**src/rtl/alu_sweep_controller.sv**
```systemverilog
// Clocked sweep engine: walks every {A,B,op} vector through a golden and a suspect ALU
// in lockstep, compares after a settle time, counts mismatches and captures the first.
module alu_sweep_controller #(
  parameter int DATA_W        = 4,
  parameter int OP_W          = 2,
  parameter int SETTLE_CYCLES = 1
) (
  input  logic                      clk,
  input  logic                      rst,
  input  logic                      start,
  input  logic                      abort,
  input  logic                      stop_on_first,
  output logic [DATA_W-1:0]         A,
  output logic [DATA_W-1:0]         B,
  output logic [OP_W-1:0]           op,
  input  logic [DATA_W-1:0]         clean_result,
  input  logic [DATA_W-1:0]         trojan_result,
  output logic                      busy,
  output logic                      done,
  output logic [2*DATA_W+OP_W:0]    mismatch_count,
  output logic                      first_mismatch_valid,
  output logic [2*DATA_W+OP_W-1:0]  first_mismatch_vec,
  output logic                      trojan_flag
);

  localparam int VEC_W = 2*DATA_W + OP_W;
  localparam int CNT_W = VEC_W + 1;
  localparam logic [VEC_W-1:0] LAST_IDX = '1;
  localparam logic [3:0] SETTLE_LOAD = 4'(SETTLE_CYCLES - 1);

  typedef enum logic [1:0] {IDLE, SETTLE, COMPARE, DONE} state_t;

  state_t             state, state_nxt;
  logic [VEC_W-1:0]   idx;
  logic [3:0]         settle_cnt;
  logic               sof_q;
  logic               load_sweep;
  logic               advance;
  logic               cmp_fire;
  logic               mism;

  function automatic logic [CNT_W-1:0] sat_inc(input logic [CNT_W-1:0] v);
    sat_inc = (v == {CNT_W{1'b1}}) ? v : v + 1'b1;
  endfunction

  assign mism     = (clean_result != trojan_result);
  assign cmp_fire = (state == COMPARE);

  always_ff @(posedge clk) begin
    if (rst) state <= IDLE;
    else     state <= state_nxt;
  end

  always_comb begin
    state_nxt  = state;
    load_sweep = 1'b0;
    advance    = 1'b0;
    case (state)
      IDLE, DONE: begin
        if (start) begin
          state_nxt  = SETTLE;
          load_sweep = 1'b1;
        end
      end
      SETTLE: begin
        if (abort)                state_nxt = IDLE;
        else if (settle_cnt == '0) state_nxt = COMPARE;
      end
      COMPARE: begin
        if (abort) begin
          state_nxt = IDLE;
        end else if ((idx == LAST_IDX) || (sof_q && mism)) begin
          state_nxt = DONE;
        end else begin
          state_nxt = SETTLE;
          advance   = 1'b1;
        end
      end
      default: state_nxt = IDLE;
    endcase
  end

  // Settle timer reloads on every entry into SETTLE and counts down to zero.
  always_ff @(posedge clk) begin
    if (rst)                        settle_cnt <= '0;
    else if (load_sweep || advance) settle_cnt <= SETTLE_LOAD;
    else if (state == SETTLE && settle_cnt != '0) settle_cnt <= settle_cnt - 1'b1;
  end

  always_ff @(posedge clk) begin
    if (rst) begin
      idx                  <= '0;
      sof_q                <= 1'b0;
      mismatch_count       <= '0;
      first_mismatch_valid <= 1'b0;
      first_mismatch_vec   <= '0;
      trojan_flag          <= 1'b0;
    end else if (load_sweep) begin
      idx                  <= '0;
      sof_q                <= stop_on_first;
      mismatch_count       <= '0;
      first_mismatch_valid <= 1'b0;
      first_mismatch_vec   <= '0;
      trojan_flag          <= 1'b0;
    end else begin
      // Compare-cycle update lands even when abort coincides with it.
      if (cmp_fire && mism) begin
        mismatch_count <= sat_inc(mismatch_count);
        trojan_flag    <= 1'b1;
        if (!first_mismatch_valid) begin
          first_mismatch_valid <= 1'b1;
          first_mismatch_vec   <= idx;
        end
      end
      if (advance) idx <= idx + 1'b1;
    end
  end

  assign A    = idx[VEC_W-1 -: DATA_W];
  assign B    = idx[OP_W +: DATA_W];
  assign op   = idx[OP_W-1:0];
  assign busy = (state == SETTLE) || (state == COMPARE);
  assign done = (state == DONE);

endmodule

```
**config.mk**
```make
export PLATFORM = sky130hd
export DESIGN_NAME = alu_sweep_controller
export DESIGN_NICKNAME = d
export VERILOG_FILES = /design/src/rtl/alu_sweep_controller.sv
export SDC_FILE = /design/constraint.sdc
export NUM_CORES = 1
export LEC_CHECK = 0
export ABC_AREA = 1
export BUFFER_PORTS_ARGS = -buffer_cell sky130_fd_sc_hd__buf_4
export CAP_MARGIN = 0
export CORE_UTILIZATION = 30
export DETAILED_ROUTE_END_ITERATION = 8
export PLACE_DENSITY = 0.49
export SYNTH_ARGS = -nofsm -noshare
export SYNTH_HDL_FRONTEND = slang
export SYNTH_SLANG_ARGS = --single-unit
```
**constraint.sdc**
```tcl
create_clock -name clk -period 2 [get_ports clk]
set_clock_uncertainty 0.15 [all_clocks]
set_input_delay 0.3 -clock clk [delete_from_list [all_inputs] [get_ports clk]]
set_output_delay 0.3 -clock clk [all_outputs]
set_load 0.02 [all_outputs]
```
-- Word-level counts from Yosys, hierarchy flattened
Cells that the tools add are included.
- logic and storage cells: 46
- register bits: 39
- output and inout bits: 35
- input port bits: 13
- reduce and logical (&&, ||, !) cells: 15
- bitwise logic cells: 2
- eq/ne operators: 8
- add/subtract/negate cells: 3
- mux-type cells: 11
- operators by type and width (cell ; count):
    $add A11 B1 Y11 const B ; 1
    $eq A11 B11 Y1 const B ; 1
    $add A10 B1 Y10 const B ; 1
    $eq A10 B10 Y1 const B ; 1
    $mux W2 ; 5
    $pmux W2 S3 ; 1
    $reduce_and A2 Y1 ; 3
    $reduce_or A2 Y1 ; 3
    $mux W1 ; 5
    $eq A2 B2 Y1 const B ; 2
    $logic_not A4 Y1 ; 1
    $ne A4 B4 Y1 ; 1
    $reduce_bool A4 Y1 ; 1
    $sub A4 B1 Y4 const B ; 1
    $logic_and A1 B1 Y1 ; 3
    $logic_or A1 B1 Y1 ; 3
    $ne A3 B3 Y1 const B ; 1
    $eq A2 B1 Y1 const B ; 1
    $logic_not A2 Y1 ; 1
    $ne A2 B2 Y1 const B ; 1
    $not A1 Y1 ; 2

-- Logic depth before layout (Yosys ltp)
- depth after elaboration: 8
- mapped depth: 10
- gate-level depth less buffers: 10

-- Worst setup path before layout
Ideal clock, no wire load.
- kind: register to register
- start point: register idx[0]
- end point: register idx[0]
- path slack: 0.267 ns
- buffers on the path: 1
- required time: 1.718 ns
- clock period less this slack: 1.733 ns
- library setup time: 0.132 ns
- stages on the path, launching flop included: 8
- arrival time: 1.450 ns
- cells stage by stage: dfxtp_1 ha_1 nand2_2 nor2_4 nand4_2 buf_2 nand4_1 a21oi_1
- cells in the longest elaborated chain, start to end: 5
- elaborated cells between the ends (all ways): 6
- classes of those cells: add/sub: 1; eq/ne: 1; mux: 3; reduce/logical: 1
- ends and longest elaborated chain (element ; line ; RTL):
    start: declaration ; 34 ; logic [VEC_W-1:0] idx;
    start signal: assignment ; 115 ; if (advance) idx <= idx + 1'b1;
    $eq A10 B10 Y1 ; 72 ; end else if ((idx == LAST_IDX) || (sof_q && mism)) begin
    $logic_or A1 B1 Y1 ; 72 ;
    $mux W1 ; 72 ;
    $mux W1 ; 70 ; if (abort) begin
    $mux W1 ; 58 ; case (state)
Several ways; a longest one is shown, not always the timed one.
A chain may end at the register's enable or synchronous reset.

-- Worst setup path after layout
- start point: register state[0]
- end point: register settle_cnt[0]
- cells in the longest elaborated chain, start to end: 5
- elaborated cells between the ends (all ways): 10
- classes of those cells: eq/ne: 3; mux: 2; reduce/logical: 5
- ends and longest elaborated chain (element ; line ; RTL):
    start: declaration ; 33 ; state_t state, state_nxt;
    start signal: assignment ; 51 ; else state <= state_nxt;
    $eq A2 B2 Y1 or $logic_not A2 Y1 (tied branches) ; 58 ;
    $reduce_or A2 Y1 ; 58 ;
    $mux W1 ; 58 ;
    $logic_or A1 B1 Y1 ; 86 ; else if (load_sweep || advance) settle_cnt <= SETTLE_LOAD;
    $reduce_or A2 Y1 (no source line) ; n/a ;
    end signal: assignment ; 87 ; else if (state == SETTLE && settle_cnt != '0) settle_cnt <= settle_cnt - 1'b1;
    end: declaration ; 35 ; logic [3:0] settle_cnt;
Several ways; a longest one is shown, not always the timed one.

==> results.sh <==
export IMPL_crit_type="reg -> reg"
export IMPL_seqPwrFrac_pct=53.9
export IMPL_grt_ovfl_total=0
export IMPL_dpl_cell_area_mm2=0.00259
export IMPL_synth_top_area_share_pct=37.5
export IMPL_start_util_pct=30.9
export IMPL_cts_htree_levels=2
export IMPL_fmax_mhz=547
export IMPL_area_growth_pct=29.7
export IMPL_cts_tree="built"
export IMPL_setup_violations_final=0
export IMPL_cpPeakStageDelay_ns=0.38
export IMPL_setup_tns_ns=0
export IMPL_io_pins=48
export IMPL_core_area_mm2=0.00676
export IMPL_final_hold_viol_count=0
export IMPL_crit_buf_inv=3
export IMPL_route_met3_wl_um=211
export IMPL_synthFlopType="dfxtp_1"
export IMPL_synth_distinct_cells=30
export IMPL_ys_seq_area_share_pct=37.5
export IMPL_slowest_stage="dfxtp_1"
export IMPL_arrival_ns=1.90
export IMPL_multi_input_area_mm2=0.00112
export IMPL_ys_seq_elements=39
export IMPL_synthCells=302
export IMPL_clk_path_buf_depth=2
export IMPL_fin_nets=382
export IMPL_critPathTopFamily="simple AND/OR/NAND/NOR gates"
export IMPL_wl_met1_um=2560
export IMPL_cap_violations=0
export IMPL_yosysMostFrequentCell="nand2_1"
export IMPL_yosys_area_top_type="dfxtp_1"
export IMPL_required_ns=2.08
export IMPL_clkLatencyLatePin_ns=0.30
export IMPL_post_route_period_util_pct=91.4
export IMPL_grt_pass1_wl_um=8900
export IMPL_power_density_mw_per_mm2=539
export IMPL_num_vias=2087
export IMPL_netlist_top_cells_count="nand2_1, dfxtp_1, nor2_1"
export IMPL_swShare_pct=26.2
export IMPL_slew_violations=0
export IMPL_drcViolationCount=0
export IMPL_root_buffer="clkbuf_8"
export IMPL_dr_wl_met2_um=2600
export IMPL_synth_avg_cell_area_um2=6.90
export IMPL_track_usage_pct=15.4
export IMPL_grt_pass1_vias=1921
export IMPL_holdWs_ns=0.0586
export IMPL_start_kind="register"
export IMPL_p_int_uw=1080
export IMPL_clkPwrFrac_pct=37.2
export IMPL_die_area_mm2=0.00729
export IMPL_antenna_found_initial=0
export IMPL_async_reset_ff_share_pct=0
export IMPL_yosys_top_cells_area="dfxtp_1, nand2_1, nor2_1, inv_1, a21oi_1"
export IMPL_wl_per_cell_um=12.2
export IMPL_fillCellCount=733
export IMPL_die_y_um=85.4
export IMPL_port_buffers=47
export IMPL_irDropWorstVdd_uv=220
export IMPL_synth_nets=321
export IMPL_topRoutingLayerUsed="met4"
export IMPL_drt_iter0_drc=91
export IMPL_fin_area_mm2=0.00270
export IMPL_slew_headroom_pct=81.7
export IMPL_yosysWarningCount=0
export IMPL_endpoint_kind="register"
export IMPL_detail_route_antenna_nets=0
export IMPL_drive_gt1_share_pct=23.4
export IMPL_clk_pin_slew_worst_paths_ns=0.08
export IMPL_status="completed"
export IMPL_crit_fanout=13
export IMPL_syn_area_mm2=0.00208
export IMPL_seqCellArea_um2=781
export IMPL_n_antenna_cell=0
export IMPL_cts_sinks=39
export IMPL_dr_pass1_iters=4
export IMPL_leakage_uw=0.00125
export IMPL_die_w_um=85.4
export IMPL_min_period_ns=1.83
export IMPL_place_gp_congestion=0.798
export IMPL_grt_start_max_net_pins=21
export IMPL_crit_chain="inv_1 -> ha_1 -> nand2_1 -> inv_1 -> nor2_4 -> buf_4 -> nand2_1 -> a21oi_1"
export IMPL_synth_edf_count=0
export IMPL_dpl_hpwl_um=3810
export IMPL_rsz0062_at_grt="no"
export IMPL_fp_row_count=30
export IMPL_p_switching_uw=382
export IMPL_tightest_slew_ns=0.273
export IMPL_cts_made_buffers=5
export IMPL_viasPerCell=4.70
export IMPL_pre_cts_slack_ns=0.151
export IMPL_routed_wl_um=5420
export IMPL_fin_ws_ns=0.172
export IMPL_p_comb_share_pct=8.9
export IMPL_hp_class="in -> reg"
## worst paths after layout
kind | startpoint | endpoint | slack [ns] | cells past startpoint
setup / recovery | state[0] | settle_cnt[0] | 0.17 | 8
hold / removal | rst | state[0] | 0.06 | 2
setup reg to reg | state[0] | settle_cnt[0] | 0.17 | 8
hold reg to reg | sof_q | sof_q | 0.31 | 2
## state kept, by name, summed over array words and instances, names as in the netlist
register	cells
first_mismatch_vec	10
idx	10
mismatch_count	11
settle_cnt	4
sof_q	1
state	2
trojan_flag	1
## metal layers
metal  vias to the layer above  track usage [%]
li1                       1099                -
met1                       941             19.0
met2                        41             27.1
met3                         6             3.60
met4                         0             3.64
met5                         -                0
## power by group through the flow
stage	combinational (uW)	clock, uW	sequential (uW)
after floorplan	67.8	0	805
after global placement	118	0	804
after detailed placement	120	0	804
after CTS	120	567	786
after global routing	145	584	787
final	130	543	786
## kinds of logic after synthesis
family | count (synthesis) | share of synthesized area [%]
buffers and inverters | 46 | 9.06
adders and majority gates | 6 | 3.60
DFF | 39 | 37.5
and+or+nand+nor | 160 | 35.7
AOI/OAI and AO/OA | 41 | 10.0
xor gates and xnor gates | 10 | 4.20
## final cells by class
type / count / share of cell area, %
clock buffers: 6 / 2.68
multi-input cells: 217 / 41.5
inverters: 37 / 5.28
repair buffers: 62 / 17.2
clock inverters: 2 / 0.463
flip-flops and latches: 39 / 28.9
repair inverters: 1 / 0.278
well taps: 80 / 3.70
## layout by cell type, fill, tap and decap left out, drive strengths merged
master	count
nor4	2
nand3	20
nor2	43
dfxtp	39
o21bai	1
nand3b	3
clkinvlp	3
clkbuf	6
ha	6
buf	62
xnor2	2
nor3	2
o21ai	13
xor2	8
nand2	74
a21oi	26
nand4	15
or2	1
o22ai	1
clkinv	1
inv	36
## metrics by stage
step | power (uW) | instances | util [%]
2_1_floorplan | 873 | 302 | -
3_3_place_gp | 922 | 434 | 38.4
3_5_place_dp | 924 | 434 | 38.4
4_1_cts | 1470 | 442 | 39.6
5_1_grt | 1520 | 444 | 40.0
6_report | 1460 | 444 | 40.0
## timing repair
| action | in CTS | in global routing |
|---|---|---|
| buffers inserted | 0 | 1 |
| setup endpoints to repair | 0 | 2 |
| hold buffers | 0 | 0 |
| resized for setup | 0 | 4 |
| endpoints found under the hold margin | 0 | 0 |
(Power assumes the default switching activity.)
